**src/rtl/iop_pkg.sv**
```systemverilog
// Shared definitions for the iop scheduler.
//   - Bit positions of the fields inside an iop word.
//   - Bit indices of the step-init flags that travel with each iop.
//   - The state enum used by the scheduler FSM.
//   - step_after(): given the current step, returns the next required step.
package iop_pkg;

  // Bit positions inside an iop word
  localparam int ALU_ST_MEM = 22;  // ALU result is stored to memory
  localparam int MEM_IS_RMW = 4;
  localparam int MEM_WIDTH  = 3;

  // Bit indices inside the 3-bit init flags
  localparam int INIT_ALU  = 2;  // ALU step valid
  localparam int INIT_NOLD = 1;  // operand needs no load
  localparam int INIT_AGU  = 0;  // address generation needed

  typedef enum logic [2:0] {
    ST_IDLE,
    ST_AGU,
    ST_LOAD,
    ST_ALU,
    ST_STORE
  } state_t;

  // Next required step after 'cur' in the fixed order AGU, LOAD, ALU, STORE.
  // Pass ST_IDLE as 'cur' to get the first step of a fresh entry.
  // A result of ST_IDLE means no step remains.
  // The checks run from the last step to the first, so the earliest
  // applicable step overwrites any later one.
  function automatic state_t step_after(state_t cur, logic [2:0] init, logic st_mem);
    state_t nxt;
    nxt = ST_IDLE;
    if (st_mem && cur != ST_STORE)
      nxt = ST_STORE;
    if (init[INIT_ALU] && (cur == ST_IDLE || cur == ST_AGU || cur == ST_LOAD))
      nxt = ST_ALU;
    if (!init[INIT_NOLD] && (cur == ST_IDLE || cur == ST_AGU))
      nxt = ST_LOAD;
    if (init[INIT_AGU] && cur == ST_IDLE)
      nxt = ST_AGU;
    return nxt;
  endfunction

endpackage

```
**src/rtl/iop_scheduler_if.sv**
```systemverilog
// Bundles the decode-side and execution-side signals of the iop scheduler.
// Decode side:
//   - id_feed, id_iop, id_iop_init, flush (inputs to the scheduler)
//   - sq_hold, sq_empty, sq_busy (outputs)
// Execution side:
//   - ex_iop (output)
//   - {agu,ld,alu,st}_req out, {agu,ld,alu,st}_ack in
// Modports:
//   - master: the environment (decode unit and execution resources).
//   - slave: the scheduler.
interface iop_scheduler_if #(
  parameter int IOP_W = 32
);
  logic             id_feed;
  logic [IOP_W-1:0] id_iop;
  logic [2:0]       id_iop_init;
  logic             flush;
  logic             sq_hold;
  logic             sq_empty;
  logic             sq_busy;
  logic [IOP_W-1:0] ex_iop;
  logic             agu_req, agu_ack;
  logic             ld_req,  ld_ack;
  logic             alu_req, alu_ack;
  logic             st_req,  st_ack;

  modport master (
    output id_feed, id_iop, id_iop_init, flush,
    output agu_ack, ld_ack, alu_ack, st_ack,
    input  sq_hold, sq_empty, sq_busy, ex_iop,
    input  agu_req, ld_req, alu_req, st_req
  );

  modport slave (
    input  id_feed, id_iop, id_iop_init, flush,
    input  agu_ack, ld_ack, alu_ack, st_ack,
    output sq_hold, sq_empty, sq_busy, ex_iop,
    output agu_req, ld_req, alu_req, st_req
  );
endinterface

```
**src/rtl/iop_scheduler_fifo.sv**
```systemverilog
// iop_fifo: circular FIFO with a combinational head read.
// Ports:
//   - clk, a_rst (async active-low)
//   - push/wdata: write request
//   - pop: advance the head
//   - flush: empties the FIFO and overrides push/pop
//   - rdata: the head entry
//   - full, empty: derived from the registered count
// Behaviour:
//   - A push while full, or a pop while empty, is ignored.
//   - The head is read combinationally so the scheduler can take the next
//     entry in the same cycle its previous iop finishes.
module iop_fifo #(
  parameter int DEPTH = 4,
  parameter int WIDTH = 35
) (
  input  logic             clk,
  input  logic             a_rst,
  input  logic             push,
  input  logic [WIDTH-1:0] wdata,
  input  logic             pop,
  input  logic             flush,
  output logic [WIDTH-1:0] rdata,
  output logic             full,
  output logic             empty
);
  localparam int AW    = $clog2(DEPTH);
  localparam int CNT_W = AW + 1;

  logic [WIDTH-1:0] mem [DEPTH];
  logic [AW-1:0]    wr_ptr_reg, rd_ptr_reg;
  logic [CNT_W-1:0] count_reg;
  logic             do_push, do_pop;

  assign full    = (count_reg == CNT_W'(DEPTH));
  assign empty   = (count_reg == '0);
  assign do_push = push & ~full & ~flush;
  assign do_pop  = pop & ~empty & ~flush;
  assign rdata   = mem[rd_ptr_reg];

  always_ff @(posedge clk) begin
    if (do_push)
      mem[wr_ptr_reg] <= wdata;
  end

  // Pointers wrap naturally because DEPTH is a power of two.
  always_ff @(posedge clk or negedge a_rst) begin
    if (!a_rst) begin
      wr_ptr_reg <= '0;
      rd_ptr_reg <= '0;
      count_reg  <= '0;
    end else if (flush) begin
      wr_ptr_reg <= '0;
      rd_ptr_reg <= '0;
      count_reg  <= '0;
    end else begin
      if (do_push)
        wr_ptr_reg <= wr_ptr_reg + 1'b1;
      if (do_pop)
        rd_ptr_reg <= rd_ptr_reg + 1'b1;
      case ({do_push, do_pop})
        2'b10:   count_reg <= count_reg + 1'b1;
        2'b01:   count_reg <= count_reg - 1'b1;
        default: count_reg <= count_reg;
      endcase
    end
  end
endmodule

```
**src/rtl/iop_scheduler.sv**
```systemverilog
// iop_scheduler: in-order issue scheduler.
// Buffers decoded iops in iop_fifo and runs each one through its required
// steps (AGU -> LOAD -> ALU -> STORE), one req/ack handshake per step.
// Ports:
//   - clk
//   - a_rst: async active-low reset
//   - bus: iop_scheduler_if.slave, carrying the decode feed, flush,
//     the FIFO status, ex_iop and the four step handshakes.
module iop_scheduler
  import iop_pkg::*;
#(
  parameter int DEPTH = 4,
  parameter int IOP_W = 32
) (
  input logic           clk,
  input logic           a_rst,
  iop_scheduler_if.slave bus
);
  state_t           state_reg, state_next;
  logic [IOP_W-1:0] ex_iop_reg, ex_iop_next;
  logic [2:0]       init_reg, init_next;
  logic             pop, load_head, cur_ack;
  state_t           after;
  logic [IOP_W+2:0] head_word;
  logic [IOP_W-1:0] head_iop;
  logic [2:0]       head_init;
  logic             fifo_full, fifo_empty;

  iop_fifo #(
    .DEPTH (DEPTH),
    .WIDTH (IOP_W + 3)
  ) u_fifo (
    .clk   (clk),
    .a_rst (a_rst),
    .push  (bus.id_feed),
    .wdata ({bus.id_iop_init, bus.id_iop}),
    .pop   (pop),
    .flush (bus.flush),
    .rdata (head_word),
    .full  (fifo_full),
    .empty (fifo_empty)
  );

  assign head_iop  = head_word[IOP_W-1:0];
  assign head_init = head_word[IOP_W+2:IOP_W];

  always_ff @(posedge clk or negedge a_rst) begin
    if (!a_rst) begin
      state_reg  <= ST_IDLE;
      ex_iop_reg <= '0;
      init_reg   <= '0;
    end else begin
      state_reg  <= state_next;
      ex_iop_reg <= ex_iop_next;
      init_reg   <= init_next;
    end
  end

  always_comb begin
    state_next  = state_reg;
    ex_iop_next = ex_iop_reg;
    init_next   = init_reg;
    pop         = 1'b0;
    load_head   = 1'b0;
    after       = ST_IDLE;

    // An ack only counts while the matching req is high.
    // The reqs are decoded from state_reg.
    cur_ack = (state_reg == ST_AGU   && bus.agu_ack) ||
              (state_reg == ST_LOAD  && bus.ld_ack)  ||
              (state_reg == ST_ALU   && bus.alu_ack) ||
              (state_reg == ST_STORE && bus.st_ack);

    if (state_reg == ST_IDLE) begin
      load_head = !bus.flush && !fifo_empty;
    end else if (bus.flush && state_reg != ST_STORE) begin
      // A flush aborts any step except a store already under way.
      state_next = ST_IDLE;
    end else if (cur_ack) begin
      after = step_after(state_reg, init_reg, ex_iop_reg[ALU_ST_MEM]);
      if (after != ST_IDLE)
        state_next = after;
      else if (!bus.flush && !fifo_empty)
        load_head = 1'b1;  // chain into the next iop without a bubble
      else
        state_next = ST_IDLE;
    end

    if (load_head) begin
      pop         = 1'b1;
      ex_iop_next = head_iop;
      init_next   = head_init;
      // An entry with no steps yields ST_IDLE here and is simply retired.
      state_next  = step_after(ST_IDLE, head_init, head_iop[ALU_ST_MEM]);
    end
  end

  assign bus.agu_req  = (state_reg == ST_AGU);
  assign bus.ld_req   = (state_reg == ST_LOAD);
  assign bus.alu_req  = (state_reg == ST_ALU);
  assign bus.st_req   = (state_reg == ST_STORE);
  assign bus.ex_iop   = ex_iop_reg;
  assign bus.sq_busy  = (state_reg != ST_IDLE);
  assign bus.sq_hold  = fifo_full;
  assign bus.sq_empty = fifo_empty;
endmodule

```
**src/flat_wrapper.sv**
```systemverilog
// flat-port wrapper written by rule: the top's interface ports become plain ports
module iop_scheduler_flat import iop_pkg::*;
#(
  parameter int DEPTH = 4,
  parameter int IOP_W = 32
)
  (clk, a_rst, bus_id_feed, bus_id_iop, bus_id_iop_init, bus_flush, bus_agu_ack, bus_ld_ack, bus_alu_ack, bus_st_ack, bus_sq_hold, bus_sq_empty, bus_sq_busy, bus_ex_iop, bus_agu_req, bus_ld_req, bus_alu_req, bus_st_req);
  iop_scheduler_if #(.IOP_W(IOP_W)) bus_i ();
  input logic clk;
  input logic a_rst;
  input wire logic [$bits(bus_i.id_feed)-1:0] bus_id_feed;
  input wire logic [$bits(bus_i.id_iop)-1:0] bus_id_iop;
  input wire logic [$bits(bus_i.id_iop_init)-1:0] bus_id_iop_init;
  input wire logic [$bits(bus_i.flush)-1:0] bus_flush;
  input wire logic [$bits(bus_i.agu_ack)-1:0] bus_agu_ack;
  input wire logic [$bits(bus_i.ld_ack)-1:0] bus_ld_ack;
  input wire logic [$bits(bus_i.alu_ack)-1:0] bus_alu_ack;
  input wire logic [$bits(bus_i.st_ack)-1:0] bus_st_ack;
  output wire logic [$bits(bus_i.sq_hold)-1:0] bus_sq_hold;
  output wire logic [$bits(bus_i.sq_empty)-1:0] bus_sq_empty;
  output wire logic [$bits(bus_i.sq_busy)-1:0] bus_sq_busy;
  output wire logic [$bits(bus_i.ex_iop)-1:0] bus_ex_iop;
  output wire logic [$bits(bus_i.agu_req)-1:0] bus_agu_req;
  output wire logic [$bits(bus_i.ld_req)-1:0] bus_ld_req;
  output wire logic [$bits(bus_i.alu_req)-1:0] bus_alu_req;
  output wire logic [$bits(bus_i.st_req)-1:0] bus_st_req;
  assign bus_i.id_feed = bus_id_feed;
  assign bus_i.id_iop = bus_id_iop;
  assign bus_i.id_iop_init = bus_id_iop_init;
  assign bus_i.flush = bus_flush;
  assign bus_i.agu_ack = bus_agu_ack;
  assign bus_i.ld_ack = bus_ld_ack;
  assign bus_i.alu_ack = bus_alu_ack;
  assign bus_i.st_ack = bus_st_ack;
  assign bus_sq_hold = bus_i.sq_hold;
  assign bus_sq_empty = bus_i.sq_empty;
  assign bus_sq_busy = bus_i.sq_busy;
  assign bus_ex_iop = bus_i.ex_iop;
  assign bus_agu_req = bus_i.agu_req;
  assign bus_ld_req = bus_i.ld_req;
  assign bus_alu_req = bus_i.alu_req;
  assign bus_st_req = bus_i.st_req;
  iop_scheduler #(.DEPTH(DEPTH), .IOP_W(IOP_W)) u_core (.clk(clk), .a_rst(a_rst), .bus(bus_i));
endmodule
```
**config.mk**
```make
export PLATFORM = sky130hd
export DESIGN_NAME = iop_scheduler_flat
export DESIGN_NICKNAME = d
export VERILOG_FILES = /design/src/rtl/iop_pkg.sv /design/src/rtl/iop_scheduler_if.sv /design/src/rtl/iop_scheduler_fifo.sv /design/src/rtl/iop_scheduler.sv /design/src/flat_wrapper.sv
export SDC_FILE = /design/constraint.sdc
export NUM_CORES = 1
export LEC_CHECK = 0
export BUFFER_PORTS_ARGS = -buffer_cell sky130_fd_sc_hd__buf_2
export CAP_MARGIN = 20
export CORE_ASPECT_RATIO = 0.9
export CORE_MARGIN = 3
export CORE_UTILIZATION = 50
export DETAILED_ROUTE_END_ITERATION = 10
export PLACE_DENSITY = 0.7
export SLEW_MARGIN = 20
export SYNTH_ARGS = -nofsm -noshare
export SYNTH_HDL_FRONTEND = slang
export SYNTH_SLANG_ARGS = --single-unit
export TNS_END_PERCENT = 5
```
**constraint.sdc**
```tcl
create_clock -name clk -period 4 [get_ports clk]
set_clock_uncertainty 0.2 [all_clocks]
set_input_delay 0.8 -clock clk [delete_from_list [all_inputs] [get_ports clk]]
set_output_delay 0.8 -clock clk [all_outputs]
set_load 0.03 [all_outputs]
```
==> impl_metrics.json, run 1 <==
{
  "clk_latency_ns": 0.43,
  "placementRows": 41,
  "synth_edf_count": 140,
  "fillCellCount": 1096,
  "setup_violations": 0,
  "cts_setup_buffers": 0,
  "post-route-min-period_ns": 3.163,
  "combPwrFrac_pct": 28.2,
  "ir_drop_uv": 394.6,
  "fin_crit_sh_pct": 79.08,
  "async_reset_ff_share_pct": 24.32,
  "p_sw_mw": 1.807,
  "largest_reg_flops": 140,
  "p_int_mw": 4.044,
  "grt_max_degree": 39,
  "drtPass1Iterations": 4,
  "antenna_found_initial": 2,
  "syn_avg_cell_area_um2": 20.02,
  "synth_top_area_share_pct": 56.92,
  "power_frac_seq_pct": 44.7,
  "seq_area_frac_synth_pct": 72.17,
  "grt_overflow": 0,
  "rsz0062_at_grt": "no",
  "crit_chain": "and3b_1 > a22o_1 > or2_1 > a21oi_4 > nor2_1 > fa_1 > o311ai_0 > mux2_2",
  "synthCells": 369,
  "cts_resized": 0,
  "outcome": "completed",
  "die_x_um": 134.1,
  "area_growth_pct": 15.50,
  "fin_hold_ws_ns": 0.1649,
  "end_kind": "register",
  "cts_tree": "done",
  "layoutNonFillerInstCount": 664,
  "drc": 0,
  "ctsRootBufferMaster": "clkbuf_16",
  "grt_pass1_vias": 3858,
  "dp.cells": 633,
  "routed_via_density": 5.459,
  "cap_violations": 0,
  "syn_nets": 417,
  "place.gp.congestion": 0.7782,
  "grt_pass1_wl_mm": 20.93,
  "fmax_ghz": 0.3162,
  "slowest_delay_ns": 0.52,
  "hold_class": "in -> async",
  "layout-drive-gt1-share_pct": 42.89,
  "wl_per_cell_um": 19.54,
  "netlist_top_cells_area": "edfxtp_1, dfrtp_1, mux4_2",
  "cts_inserted_buffers": 17,
  "start_util_pct": 51.79,
  "drt_wl_total_mm": 12.98,
  "p_per_area_nw_per_um2": 685.9,
  "io_buffers": 81,
  "worstPathArrival_ns": 3.27,
  "syn_area_um2": 7386,
  "layout_common_cells": "edfxtp_1, buf_2, dfrtp_1, mux4_2, mux2_2",
  "ys_dominant_reg_cell": "edfxtp_1",
  "worst_pin_slew_ns": 1.007,
  "worstPathMaxFanout": 11,
  "cp_slowest_cell": "dfrtp_1",
  "cp-start-kind": "register",
  "cts-htree-levels": 4,
  "die_area_um2": 16270,
  "cp.required_ns": 4.11,
  "drt_iter0_drc": 222,
  "layout.nets": 507,
  "io_pins": 82,
  "switching_share_pct": 30.89,
  "critical_path_class": "reg -> reg",
  "synth_top_area_cell": "edfxtp_1",
  "maxSlewViolCount": 0,
  "ant_nets": 0,
  "grt_usage_pct": 17.35,
  "ys_seq_elements": 185,
  "final_common_cell": "edfxtp_1",
  "chipHeight_um": 121.3,
  "max-slew-margin-rel_pct": 32.86,
  "dpl.hpwl_mm": 7.728,
  "clkTransAtPathRegs_ns": 0.06,
  "cts.sinks": 185,
  "finalHoldViolCount": 0,
  "diodes": 0,
  "fin_setup_tns_ns": 0,
  "synth.distinct_cells": 47,
  "leakage_nw": 3.162,
  "holdBufCountCts": 0,
  "vias": 3625,
  "core_um2": 14260,
  "cts_buffer_depth": 2,
  "clkPwrFrac_pct": 27.1,
  "synth_warnings": 0
}
## cell usage after synthesis, types with 2 or more instances
master and instances:
mux2i_1 5, buf_12 2, nor3b_1 2, buf_4 2
buf_2 3, nand2b_1 3, nor2b_1 7, inv_1 7
a22o_1 2, a211o_1 2, o21ai_0 4, and2_1 4
mux2_2 22, or2_2 2, nor2_1 11, nor3_1 4
clkbuf_1 9, dfrtp_1 45, mux4_2 35, edfxtp_1 140
a21oi_1 7, mux2_4 18, ha_1 4, or3_1 2
nand2_1 5
## stage by stage
| stage | utilization, % | worst slack, ns | instance area (µm²) | power (mW) |
|---|---|---|---|---|
| 2_1_floorplan | - | 0.8009 | 7386 | 3.916 |
| 3_3_place_gp | 55.89 | 0.6364 | 7970 | 4.284 |
| 6_report | 59.82 | 0.8370 | 8531 | 5.852 |
| 4_1_cts | 59.80 | 0.8335 | 8528 | 5.919 |
| 5_1_grt | 59.82 | 0.6575 | 8531 | 6.149 |
| 3_5_place_dp | 55.89 | 0.5659 | 7970 | 4.327 |
## path summary, 6_finish.rpt
path	startpoint	end	slack (ns)	cells after the start
setup / recovery	u_core.state_reg[2]	u_core.u_fifo.count_reg[2]	0.84	8
hold / removal	a_rst	u_core.u_fifo.count_reg[1]	0.16	1
setup reg to reg	u_core.state_reg[2]	u_core.u_fifo.count_reg[2]	0.84	8
hold reg to reg	u_core.bus.ex_iop[30]	u_core.bus.ex_iop[30]	0.30	1
max in group asynchronous	a_rst	u_core.bus.ex_iop[5]	2.87	2
min in group clk	u_core.bus.ex_iop[30]	u_core.bus.ex_iop[30]	0.30	1
## logic make-up after synthesis
| kind of cell | after synthesis | synth area share, % |
|---|---|---|
| buffers and inverters | 25 | 2.117 |
| adders and majority gates | 5 | 0.9487 |
| DFF | 185 | 72.17 |
| and+or+nand+nor | 48 | 3.778 |
| xor gates and xnor gates | 1 | 0.1186 |
| AOI/OAI and AO/OA | 25 | 2.508 |
| muxes | 80 | 18.36 |
## layout make-up
| class | instances | area, µm² | share of cell area, % |
|---|---|---|---|
| multi-input cells | 159 | 1904 | 22.32 |
| clock inverters | 12 | 125.1 | 1.467 |
| flip-flops and latches | 185 | 5333 | 62.51 |
| repair buffers | 89 | 467.9 | 5.485 |
| inverters | 7 | 26.28 | 0.3080 |
| clock buffers | 19 | 432.9 | 5.075 |
| well taps | 193 | 241.5 | 2.831 |
## metal layers
layer	share of wire, %	vias up	global-route usage, %	wire (µm)
met5	0.16	-	0	21
met1	43	1882	22.53	5602
met4	0.79	4	3.499	103
li1	-	1636	-	-
met2	50	89	28.06	6495
met3	5.8	14	7.090	754
## worst max-delay path: cells and delay by family, from the launching register on
kind | cells | cell delay [ns]
flops | 1 | 0.52
simple gates | 3 | 0.64
compound gates | 3 | 0.84
fa+ha+maj | 1 | 0.47
mux | 1 | 0.38
## power by group through the flow
stage | Combinational (mW) | Clock [mW] | Sequential (mW)
finish | 1.65 | 1.59 | 2.62
global route | 1.78 | 1.71 | 2.66
CTS | 1.67 | 1.62 | 2.62
detailed placement | 1.67 | 0 | 2.66
global placement | 1.64 | 0 | 2.64
floorplan | 1.05 | 0 | 2.87
(Power assumes the default switching activity.)
==> run 2, diff against run 1 <==
clock period = 3 ns   (was 4 ns; I/O delays follow)
==> impl_metrics.json, run 2 (same netlist as run 1, synthesis figures left out) <==
{
  "routed_via_density": 5.418,
  "antenna_found_initial": 3,
  "combPwrFrac_pct": 30.5,
  "critical_path_class": "reg -> reg",
  "end_kind": "register",
  "p_per_area_nw_per_um2": 895.6,
  "layout-drive-gt1-share_pct": 44.86,
  "worstPathMaxFanout": 10,
  "drt_iter0_drc": 229,
  "fin_setup_tns_ns": 0,
  "clkTransAtPathRegs_ns": 0.06,
  "pre_cts_ws_ns": -0.01246,
  "cts_buffer_depth": 2,
  "p_int_mw": 5.352,
  "rsz0062_at_grt": "no",
  "worst_slack_ns": 0.1056,
  "drt_wl_total_mm": 13.13,
  "switching_share_pct": 31.23,
  "grt_max_degree": 34,
  "setup_violations": 0,
  "cts-htree-levels": 4,
  "cts.sinks": 185,
  "outcome": "completed",
  "fin_crit_sh_pct": 96.48,
  "dpl.hpwl_mm": 8.244,
  "place.gp.congestion": 0.7848,
  "cts_inserted_buffers": 17,
  "finalHoldViolCount": 0,
  "max-slew-margin-rel_pct": 42.19,
  "holdBufCountCts": 0,
  "maxSlewViolCount": 0,
  "drc": 0,
  "wl_per_cell_um": 19.34,
  "grt_pass1_wl_mm": 20.64,
  "worst_pin_slew_ns": 0.8671,
  "cp.required_ns": 3.11,
  "clk_latency_ns": 0.42,
  "post-route-min-period_ns": 2.894,
  "io_buffers": 81,
  "die_x_um": 134.1,
  "chipHeight_um": 121.3,
  "cts_setup_buffers": 0,
  "io_pins": 82,
  "largest_reg_flops": 140,
  "cts_resized": 0,
  "vias": 3679,
  "final_common_cell": "edfxtp_1",
  "drtPass1Iterations": 4,
  "core_um2": 14260,
  "hold_class": "in -> async",
  "cap_violations": 0,
  "grt_pass1_vias": 3830,
  "grt_usage_pct": 17.13,
  "diodes": 0,
  "area_growth_pct": 17.65,
  "layout.nets": 521,
  "ir_drop_uv": 596.4,
  "start_util_pct": 51.79,
  "placementRows": 41,
  "grt_overflow": 0,
  "worstPathArrival_ns": 3.00,
  "die_area_um2": 16270,
  "cp-start-kind": "register",
  "post-route-util_pct": 60.93,
  "ctsRootBufferMaster": "clkbuf_16",
  "leakage_nw": 3.234,
  "p_sw_mw": 2.430,
  "clkPwrFrac_pct": 25.1,
  "fmax_ghz": 0.3455,
  "cts_tree": "done",
  "layout_common_cells": "edfxtp_1, buf_2, dfrtp_1, mux4_2, mux2_2",
  "ant_nets": 0,
  "power_frac_seq_pct": 44.4
}
run 2: metrics by stage:
stage | cells | hold WS [ns] | power [mW] | cell area, µm²
2_1_floorplan | 369 | 0.1044 | 5.232 | 7401
3_3_place_gp | 647 | 0.2861 | 5.843 | 8178
3_5_place_dp | 647 | 0.2886 | 5.912 | 8178
4_1_cts | 679 | 0.1119 | 7.866 | 8687
5_1_grt | 679 | 0.1284 | 8.159 | 8690
6_report | 679 | 0.08781 | 7.783 | 8690
run 2: path summary, 6_finish.rpt:
kind / from / end / cells after the start / slack, ns
max in group asynchronous: a_rst / u_core.state_reg[1] / 2 / 1.83
min in group clk: bus_id_iop[13] / u_core.u_fifo.mem[0][13] / 1 / 0.19
hold reg to reg: u_core.bus.ex_iop[21] / u_core.bus.ex_iop[21] / 1 / 0.30
setup reg to reg: u_core.state_reg[1] / u_core.u_fifo.count_reg[2] / 9 / 0.11
hold / removal: a_rst / u_core.bus.ex_iop[8] / 1 / 0.09
setup / recovery: u_core.state_reg[1] / u_core.u_fifo.count_reg[2] / 9 / 0.11
run 2: power by group through the flow:
stage / combinational, mW / sequential [mW] / clock, mW
finish: 2.37 / 3.46 / 1.95
global route: 2.54 / 3.52 / 2.10
CTS: 2.41 / 3.47 / 1.99
detailed placement: 2.40 / 3.51 / 0
global placement: 2.34 / 3.50 / 0
floorplan: 1.41 / 3.83 / 0
run 2: final cells by class:
cell class / instances / area, µm²
clock buffer: 24 / 461.7
clock inverter: 8 / 47.55
fill: 1088 / 5572
inverter: 7 / 26.28
multi-input combinational: 159 / 1919
sequential: 185 / 5335
tap: 193 / 241.5
timing repair buffer: 103 / 658.1
run 2: worst max-delay path, stage by stage, from the launching register on:
cell      delay (ns)
dfrtp_2         0.48
and3b_2         0.23
a22o_1          0.23
or2_1           0.26
a21oi_4         0.15
nor2_1          0.08
fa_2            0.41
mux2_2          0.28
o311ai_1        0.08
mux2_2          0.37
run 2: metal layers:
metal | track usage (%) | part of all wire [%] | wire [µm]
met3 | 5.100 | 5.2 | 689
met2 | 27.59 | 49 | 6484
met1 | 22.65 | 44 | 5736
met5 | 0 | 0.31 | 41
met4 | 5.725 | 1.4 | 179
==> run 3, diff against run 2 <==
ABC_CLOCK_PERIOD_IN_PS = 3000   (was default)
CORE_MARGIN = 2   (was 3)
PLACE_DENSITY = default   (was 0.7)
PLACE_DENSITY_LB_ADDON = 0.2   (was default)
==> impl_metrics.json, run 3 (same netlist as run 1, synthesis figures left out) <==
{
  "cts_tree": "done",
  "end_kind": "register",
  "start_util_pct": 50.74,
  "grt_pass1_vias": 3799,
  "power_frac_seq_pct": 41.8,
  "place_area_um2": 8134,
  "final_common_cell": "edfxtp_1",
  "holdBufCountCts": 0,
  "clkPwrFrac_pct": 29.5,
  "final_area_um2": 8783,
  "layout.nets": 521,
  "place.gp.congestion": 0.8180,
  "grt_overflow": 0,
  "cap_violations": 0,
  "post-route-min-period_ns": 2.871,
  "fillCellCount": 1100,
  "die_area_um2": 15760,
  "cts_setup_buffers": 0,
  "layout_common_cells": "edfxtp_1, buf_2, dfrtp_1, mux4_2, mux2_2",
  "fin_hold_ws_ns": 0.03871,
  "worstPathArrival_ns": 2.98,
  "p_int_mw": 5.741,
  "diodes": 0,
  "cts_buffer_depth": 2,
  "fmax_ghz": 0.3483,
  "cts.sinks": 185,
  "worstPathMaxFanout": 12,
  "p_sw_mw": 2.468,
  "drc": 0,
  "max-slew-margin-rel_pct": 50.70,
  "r2r_slack_ns": 0.13,
  "slowest_delay_ns": 0.48,
  "outcome": "completed",
  "area_growth_pct": 18.92,
  "placementRows": 42,
  "drtPass1Iterations": 4,
  "ant_nets": 0,
  "finalHoldViolCount": 0,
  "drt_iter0_drc": 205,
  "fin_crit_sh_pct": 95.71,
  "combPwrFrac_pct": 28.7,
  "grt_max_degree": 39,
  "cp_slowest_cell": "dfrtp_2",
  "switching_share_pct": 30.06,
  "die_x_um": 132.1,
  "worst_pin_slew_ns": 0.7395,
  "cp_top_family": "multiplexers",
  "chipHeight_um": 119.3,
  "p_per_area_nw_per_um2": 934.6,
  "vias": 3657,
  "drt_wl_total_mm": 12.94,
  "routed_via_density": 5.346,
  "core_um2": 14560,
  "setup_violations": 0,
  "wl_per_cell_um": 18.92,
  "ctsRootBufferMaster": "clkbuf_16",
  "dpl.hpwl_mm": 8.016,
  "critical_path_class": "reg -> reg",
  "layout-drive-gt1-share_pct": 46.09,
  "antenna_found_initial": 1,
  "cts-htree-levels": 4,
  "hold_class": "in -> async",
  "post-route-util_pct": 60.34,
  "fin_setup_tns_ns": 0,
  "cts_inserted_buffers": 17,
  "largest_reg_flops": 140,
  "clk_latency_ns": 0.42,
  "maxSlewViolCount": 0,
  "io_buffers": 81,
  "finalPower_mw": 8.209,
  "leakage_nw": 3.277,
  "cpMostUsedCell": "mux2_2",
  "io_pins": 82,
  "rsz0062_at_grt": "no",
  "cp-start-kind": "register",
  "ir_drop_uv": 459.6,
  "cp.required_ns": 3.11,
  "crit_chain": "and3b_2 > a22o_1 > or2_1 > a21oi_4 > nor2_1 > fa_2 > mux2_2 > o311ai_1 > mux2_2",
  "clkTransAtPathRegs_ns": 0.06,
  "cp.buffers_inverters": 0,
  "grt_usage_pct": 17.80,
  "grt_pass1_wl_mm": 20.71
}
## run 3: worst paths after layout
kind,startpoint,to,cells past startpoint
max,u_core.state_reg[0],u_core.u_fifo.count_reg[2],9
min reg2reg,u_core.bus.ex_iop[17],u_core.bus.ex_iop[17],1
min in group clk,bus_id_iop[24],u_core.u_fifo.mem[1][24],1
min,a_rst,u_core.u_fifo.count_reg[1],1
max in group asynchronous,a_rst,u_core.bus.ex_iop[11],2
max reg2reg,u_core.state_reg[0],u_core.u_fifo.count_reg[2],9
## run 3: repair_timing
item / 4_1_cts / 5_1_grt
gates resized for setup: 0 / 3
endpoints found under the hold margin: 0 / 0
endpoints found under the setup margin: 0 / 1
## run 3: final cells by class
class / instances / area [µm²] / area share (%)
clock buffer: 18 / 429.2 / 4.886
clock inverter: 14 / 217.7 / 2.479
inverter: 7 / 26.28 / 0.2991
multi-input combinational: 159 / 1919 / 21.85
sequential: 185 / 5335 / 60.74
tap: 198 / 247.7 / 2.821
timing repair buffer: 103 / 608.1 / 6.923
## run 3: per-layer routing
metal	share of wire (%)	up-vias	track usage, %
met5	0.12	-	0
met4	0.89	2	5.707
met3	5.0	13	5.662
met2	50	75	29.04
met1	44	1891	22.93
li1	-	1676	-
## run 3: power groups by stage
| stage | logic (mW) | clock network (mW) | registers (mW) |
|---|---|---|---|
| finish | 2.35 | 2.42 | 3.43 |
| global route | 2.53 | 2.57 | 3.49 |
| CTS | 2.39 | 2.47 | 3.44 |
| detailed placement | 2.38 | 0 | 3.48 |
| global placement | 2.35 | 0 | 3.47 |
| floorplan | 1.41 | 0 | 3.83 |
## run 3: through the flow
stage | setup WS (ns) | std cells
6_report | 0.1286 | 684
5_1_grt | 0.001231 | 684
4_1_cts | 0.05198 | 684
3_5_place_dp | 0.02270 | 652
3_3_place_gp | 0.04985 | 652
2_1_floorplan | 0.004152 | 369
